File: src/rtl/clkgen_ctrl.sv
// clkgen_ctrl: programmable divided clock generator with config pipeline and boundary-only reconfiguration
module clkgen_ctrl #(
    parameter int CNT_W = 16
) (
    input  logic             clk,
    input  logic             rst,
    input  logic             cfg_valid,
    output logic             cfg_ready,
    input  logic [CNT_W-1:0] cfg_period,
    input  logic [7:0]       cfg_duty,
    input  logic [CNT_W-1:0] cfg_phase,
    input  logic             en,
    output logic             clk_out,
    output logic             period_tick,
    output logic             busy,
    output logic             cfg_err
);
    typedef enum logic [1:0] {IDLE, PHASE, HIGH, LOW} state_t;
    state_t state;
    logic             c_valid, pend_valid, act_valid;
    logic [CNT_W-1:0] c_period, c_phase;
    logic [7:0]       c_duty;
    logic [CNT_W-1:0] pend_high, pend_low, pend_phase;
    logic [CNT_W-1:0] act_high, act_low, act_phase;
    logic [CNT_W-1:0] cnt, calc_raw, calc_high;
    logic             xfer, last;
    assign calc_raw  = CNT_W'(({8'd0, c_period} * {{CNT_W{1'b0}}, c_duty}) >> 8);
    assign calc_high = (calc_raw == '0) ? CNT_W'(1) :
                       (calc_raw >= c_period) ? c_period - CNT_W'(1) : calc_raw;
    assign cfg_ready = !c_valid && !pend_valid;
    assign xfer      = cfg_valid && cfg_ready;
    assign last      = (cnt == '0);
    assign busy      = (state != IDLE);
    // clk_out and period_tick trail the state by one cycle so both are clean flop outputs
    always_ff @(posedge clk) begin
        if (rst) begin
            state       <= IDLE;
            c_valid     <= 1'b0;
            pend_valid  <= 1'b0;
            act_valid   <= 1'b0;
            cnt         <= '0;
            clk_out     <= 1'b0;
            period_tick <= 1'b0;
            cfg_err     <= 1'b0;
        end else begin
            clk_out     <= (state == HIGH);
            period_tick <= (state == HIGH) && !clk_out;
            cfg_err     <= xfer && (cfg_period < CNT_W'(2));
            c_valid     <= xfer && (cfg_period >= CNT_W'(2));
            if (xfer) begin
                c_period <= cfg_period;
                c_duty   <= cfg_duty;
                c_phase  <= cfg_phase;
            end
            if (c_valid) begin
                pend_high  <= calc_high;
                pend_low   <= c_period - calc_high;
                pend_phase <= c_phase;
                pend_valid <= 1'b1;
            end
            case (state)
                IDLE: begin
                    if (pend_valid) begin
                        act_high   <= pend_high;
                        act_low    <= pend_low;
                        act_phase  <= pend_phase;
                        act_valid  <= 1'b1;
                        pend_valid <= 1'b0;
                    end else if (en && act_valid) begin
                        state <= (act_phase != '0) ? PHASE : HIGH;
                        cnt   <= (act_phase != '0) ? act_phase - CNT_W'(1) : act_high - CNT_W'(1);
                    end
                end
                PHASE: begin
                    if (!en) state <= IDLE;
                    else if (last) begin
                        state <= HIGH;
                        cnt   <= act_high - CNT_W'(1);
                    end else cnt <= cnt - CNT_W'(1);
                end
                HIGH: begin
                    if (last) begin
                        state <= LOW;
                        cnt   <= act_low - CNT_W'(1);
                    end else cnt <= cnt - CNT_W'(1);
                end
                LOW: begin
                    if (last) begin
                        if (pend_valid) begin
                            act_high   <= pend_high;
                            act_low    <= pend_low;
                            act_phase  <= pend_phase;
                            pend_valid <= 1'b0;
                        end
                        state <= en ? HIGH : IDLE;
                        cnt   <= pend_valid ? pend_high - CNT_W'(1) : act_high - CNT_W'(1);
                    end else cnt <= cnt - CNT_W'(1);
                end
                default: state <= IDLE;
            endcase
        end
    end
endmodule

File: config.mk
export PLATFORM = sky130hd
export DESIGN_NAME = clkgen_ctrl
export DESIGN_NICKNAME = d
export VERILOG_FILES = /design/src/rtl/clkgen_ctrl.sv
export SDC_FILE = /design/constraint.sdc
export NUM_CORES = 1
export LEC_CHECK = 0
export BUFFER_PORTS_ARGS = -buffer_cell sky130_fd_sc_hd__clkbuf_2
export CELL_PAD_IN_SITES_DETAIL_PLACEMENT = 1
export CELL_PAD_IN_SITES_GLOBAL_PLACEMENT = 1
export CORE_ASPECT_RATIO = 1.1
export CORE_MARGIN = 3
export CORE_UTILIZATION = 40
export DETAILED_ROUTE_END_ITERATION = 8
export PLACE_DENSITY_LB_ADDON = 0.3
export SETUP_SLACK_MARGIN = 0.15
export SYNTH_ARGS = -nofsm -noshare
export SYNTH_HDL_FRONTEND = slang
export SYNTH_SLANG_ARGS = --single-unit
File: constraint.sdc
create_clock -name clk -period 9.4 [get_ports clk]
set_clock_uncertainty 0.15 [all_clocks]
set_input_delay 1.41 -clock clk [delete_from_list [all_inputs] [get_ports clk]]
set_output_delay 1.41 -clock clk [all_outputs]
set_load 0.02 [all_outputs]
Word-level counts from Yosys, hierarchy flattened
Index checks and enable logic that the tools add are counted.

storage, ports and cells
  register bits = 160
  logic and storage cells = 92
  input port bits = 44

operators by class
  equal/unequal tests = 9
  magnitude comparators = 3
  reductions and logical operators = 21
  add/sub/neg operators = 7
  bitwise logic cells = 1
  multipliers = 1
  muxes and demuxes = 33

operators with widths
  operator                                                                               number
  16-bit two-way mux                                                                     16
  16-bit case mux with 2 select lines                                                    3
  16-bit by 1-bit subtractor with 16-bit output (second input constant)                  6
  16-bit case mux with 4 select lines                                                    1
  16-bit zero test                                                                       2
  16-bit by 8-bit multiplier with 24-bit output                                          1
  16-bit greater-or-equal comparator                                                     1
  16-bit by 2-bit greater-or-equal comparator with 1-bit output (second input constant)  1
  16-bit by 2-bit < comparator with 1-bit output (second input constant)                 1
  2-bit two-way mux                                                                      8
  16-bit nonzero test                                                                    1
  16-bit subtractor                                                                      1
  2-bit != test (second input constant)                                                  5
  2-bit case mux with 4 select lines                                                     1
  1-bit logical AND                                                                      6
  2-bit AND reduction                                                                    3
  3-bit AND reduction                                                                    2
  5-bit AND reduction                                                                    1
  2-bit == test (second input constant)                                                  2
  2-bit nonzero test                                                                     2
  1-bit zero test                                                                        3
  1-bit two-way mux                                                                      3
  3-bit != test (second input constant)                                                  1
  2-bit by 1-bit == test with 1-bit output (second input constant)                       1
  3 further kinds                                                                        3

Depth between registers and ports, before layout
  word-level depth = 5
  depth in mapped cells = 40
  gate-level depth less buffers = 37

Worst setup path after synthesis
OpenSTA, ideal clock, no wires.

  path kind = reg-to-reg
  start point = register c_period[3]
  end point = register pend_low[15], data pin
  required time = 8.982 ns
  setup time = 0.268 ns
  path buffers = 2
  slack = 0.825 ns
  arrival time = 8.157 ns
  period minus slack after synthesis = 8.575 ns
  stages on the path, launching flop included = 36
  path through = edfxtp_1 -> clkbuf_1 -> and2_1 -> fa_1 -> fa_1 -> fa_1 -> inv_1 -> fa_1 -> inv_1 -> ha_1 -> a21oi_1 -> o21ai_1 -> a221o_1 -> o211ai_1 -> nand3_1 -> a31oi_1 -> xor2_1 -> inv_1 -> ha_1 -> nand4_1 -> nor4_1 -> a21o_1 -> clkbuf_1 -> mux2i_1 -> nand2_2 -> ha_1 -> nor2b_1 -> o21a_1 -> o21a_1 -> o211ai_1 -> nand4_1 -> a31oi_1 -> nor2b_1 -> o21a_1 -> o41ai_1 -> xnor2_1

on the way
  longest elaborated chain between the ends = 5
  elaborated cells between the ends (all ways) = 7
  classes of those cells = add/sub: 2; mul: 1; order compare: 1; mux: 2; reduce/logical: 1

RTL lines
  item                                           RTL line  text
  start, declared                                21        logic [CNT_W-1:0] c_period, c_phase;
  start signal, assigned                         51        c_period <= cfg_period;
  16-bit by 8-bit multiplier with 24-bit output  27        assign calc_raw = CNT_W'(({8'd0, c_period} * {{CNT_W{1'b0}}, c_duty}) >> 8);
  16-bit greater-or-equal comparator             29        (calc_raw >= c_period) ? c_period - CNT_W'(1) : calc_raw;
  16-bit two-way mux                             29
  16-bit two-way mux                             28        assign calc_high = (calc_raw == '0) ? CNT_W'(1) :
  16-bit subtractor *                            57        pend_low <= c_period - calc_high;
  end signal, assigned                           57
  end, declared                                  23        logic [CNT_W-1:0] pend_high, pend_low, pend_phase;

Mark *: on every way between the ends. The rest lies on a longest branch, timed or not.
A chain may end at the register's enable or synchronous reset.

Final worst setup path
  start point = register c_period[4]
  end point = register pend_low[15], data pin

Same word-level chain as after synthesis.

==> results.md <==
* Synth Instances at between 1000 and 1500
* CP Launch Type: flop
* ANT cells at 0
* Synth area leaders: edfxtp_1 (32%), fa_1 (13%), ha_1 (8.2%), and2_1 (5.1%), inv_1 (4.7%)
* Max-cap violations at 0
* Synth Warn # at 0
* Register area share after synthesis at 0.356
* Net count reported at finish at 1599
* Register bit total from synthesis at 160
* Yosys top cell area share at 0.319
* Placed Cells at around 1800
* Initial Util at 0.407
* Max rail drop VDD at between 0.15 and 0.2 mV
* Number of vias per cell at between 5 and 6
* WHS Path Cells at 1
* Hold Crit Class: flop to flop
* Status: finished clean
* Core Region at ~31000 sq um
* DP Wirelength at 26.8 mm
* Pleak at 0.00598 uW
* Hold endpoint: period_tick
* Async SR Flop Fraction at 0
* PD cells at around 400 nW/um^2
* Post-synth EDFFs at around 140
* Top_reg_cell synth: edfxtp_1
* Worst-skew pair later-pin latency at 0.44 ns
* Die span in y at around 190 um
* CP max FO at 8
* Buffers on Ports at between 40 and 50
* Drt pass-1 iters at 6
* Clock root cell: clkbuf_16
* Die X at roughly 180 um
* CTS tree: done
* Slew @ Worst Pin at ~0.94 ns
* Residual DRC at 0
* Syn_area_per_cell at ~9.7 sq um
* Post-synthesis cell type count at 70
* PnR worst setup slack at about 0.48 ns
* Boundary pin count at 49
* Mapped Area at about 13000 sq um
* CTS Buffer Depth at 2
* R2R Path Start: c_period[4]
* Kind of critical path: flop to flop
* Cts bufs inserted at 17
* Starting DRT DRC Count at roughly 430
* CP max stage delay at 0.55 ns
* Path depth of the worst reg2reg path at 33
* Share of layout cells above drive strength 1 at 0.119
* Final Max Slew Viols at 0
* Maximum clock frequency at ~0.11 GHz
* Worst Path Required at 9.42 ns
* Placer Congestion at about 0.84
* Fin cells at 1819
* Endpoints failing setup at 0
* Row cnt at 68
* Place WS at -0.114 ns
* Hold wc startpoint: clk_out
* FF-to-FF setup slack at a little under 0.5 ns
* Drt wl/cell at roughly 19 um
* P&R area growth vs syn at 13.0%
* Worst setup EP type: flop
* Most used cell, CP: fa_1
* Overflow after GRT at 0
* Detail Route Antenna Nets at 0
* Synth area leader: edfxtp_1
* CTS Hold Bufs at 0
* Worst-path clk slew at around 0.070 ns
* Fin. Hold Viols at 0
* Number of global-route vias before repair at approximately 10000
* Crit path DAT at 8.94 ns
* Slowest CP cell: fa_1
* Syn_nets at 1531
* H-tree depth at 4
* Unrepaired setup endpoints after global routing: no
* Clock sink count at 160
* Period utilisation layout at 0.948
* Largest net degree at the start of global routing at around 50
* Hold WS at 0.264 ns
* Vias post-DR at 9688
* Worst r2r dst: pend_low[15]
* Worst slew margin at 0.372
* Die footprint at between 30000 and 40000 sq um
* Fill count at ~3600
* First-pass GRT wire length at roughly 55 mm
* Initial antenna violation count at 0
* Drt total wl at approximately 35 mm
* Final Critical Period at roughly 8.9 ns
* GRT Resource Usage Total at 0.203
-- sequential cells by signal, indices dropped and copies added (netlist names), named ones only --
signal / count
pend_phase: 16
c_duty: 8
pend_valid: 1
act_phase: 16
cnt: 16
state: 1
period_tick: 1
act_low: 16
c_period: 16
clk_out: 1
c_valid: 1
act_high: 16
cfg_err: 1
act_valid: 1
c_phase: 16
pend_high: 16
pend_low: 16
-- power by group --
part           internal [uW]  total (uW)  switching, uW
clock network            428         758            330
logic                   1640        3930           2290
registers               1070        1170            104
total                   3140        5860           2720
-- critical path: cells and delay by family, from the launching register on --
family / cells / cell delay (ns)
fa+ha+maj: 7 / 3.07
compound gates: 9 / 2.11
simple gates: 11 / 2.01
flops: 1 / 0.52
xor+xnor: 2 / 0.33
mux: 1 / 0.25
buf+inv: 3 / 0.23
-- logic make-up after synthesis --
| logic type | Yosys count | synth area share |
|---|---|---|
| simple gates | 466 | 0.188 |
| buf+inv | 212 | 0.0623 |
| compound gates | 210 | 0.109 |
| fa+ha+maj | 168 | 0.213 |
| flops | 160 | 0.356 |
| xor+xnor | 98 | 0.0670 |
| mux | 5 | 0.00391 |
-- area by class of cell --
cell class	instances	area (sq um)	area share
timing repair buffer	99	619	0.0428
clock buffer	17	425	0.0294
clock inverter	14	199	0.0137
sequential	160	4560	0.315
multi-input combinational	947	7530	0.520
tap	420	526	0.0363
inverter	162	608	0.0420
-- cells in the mapped netlist (10+ instances only) --
cell type	n
inv_1	159
edfxtp_1	136
nand2_1	125
and2_1	104
fa_1	84
ha_1	84
nor2_1	73
xnor2_1	59
a21oi_1	54
clkbuf_1	48
nor3_1	45
o21ai_0	42
xor2_1	39
dfxtp_1	24
nor4_1	20
o211ai_1	15
o22ai_1	14
a21o_1	13
nand3_1	12
or3_1	12
nand4_1	11
a211oi_1	10
o21a_1	10
-- repair_timing --
item / 4_1_cts / 5_1_grt
endpoints found under the setup margin: 3 / 7
resized for setup: 2 / 19
pin swaps: 0 / 13
setup buffers: 3 / 20
-- stage by stage --
stage | cell area (sq um) | power [uW] | setup TNS (ns) | util
2_1_floorplan | 12800 | 3990 | 0 | -
3_3_place_gp | 13600 | 4770 | 0 | 0.432
3_5_place_dp | 13600 | 4900 | -0.116 | 0.432
4_1_cts | 14300 | 5730 | 0 | 0.453
5_1_grt | 14500 | 6430 | 0 | 0.460
6_report | 14500 | 5860 | 0 | 0.460
-- how the worst max path moves through the flow --
stage	start	endpoint	slack, ns	cells past startpoint
final	c_period[4]	pend_low[15]	0.48	33
after global routing	c_duty[5]	pend_low[15]	0.07	34
after CTS	c_duty[2]	pend_low[15]	0.18	33
after detailed placement	c_duty[5]	pend_low[14]	-0.11	33
after global placement	c_duty[5]	pend_low[14]	0.29	33
after floorplan	c_period[3]	pend_low[15]	0.82	35
-- placed cells by master (no fill, tap or decap), types with 11 or more instances in the layout --
master	instances
nor3_1	44
and2_1	103
clkbuf_2	50
o211ai_1	15
o22ai_1	14
clkbuf_16	17
xnor2_1	59
or3_1	12
a21o_1	12
nor4_1	19
a21oi_1	52
buf_4	47
nor2_1	73
edfxtp_1	136
fa_1	84
xor2_1	39
nand4_1	11
o21ai_0	38
inv_1	159
nand3_1	12
ha_1	81
nand2_1	125
dfxtp_1	24
-- metal layers --
layer | global-route usage | routed length, um | vias to the layer above
met5 | 0 | 0 | -
met4 | 0.0771 | 1220 | 0
met3 | 0.0225 | 691 | 62
met2 | 0.376 | 18400 | 148
li1 | - | - | 4645
met1 | 0.240 | 14200 | 4833
No activity file was read; power rests on OpenSTA's default activity.
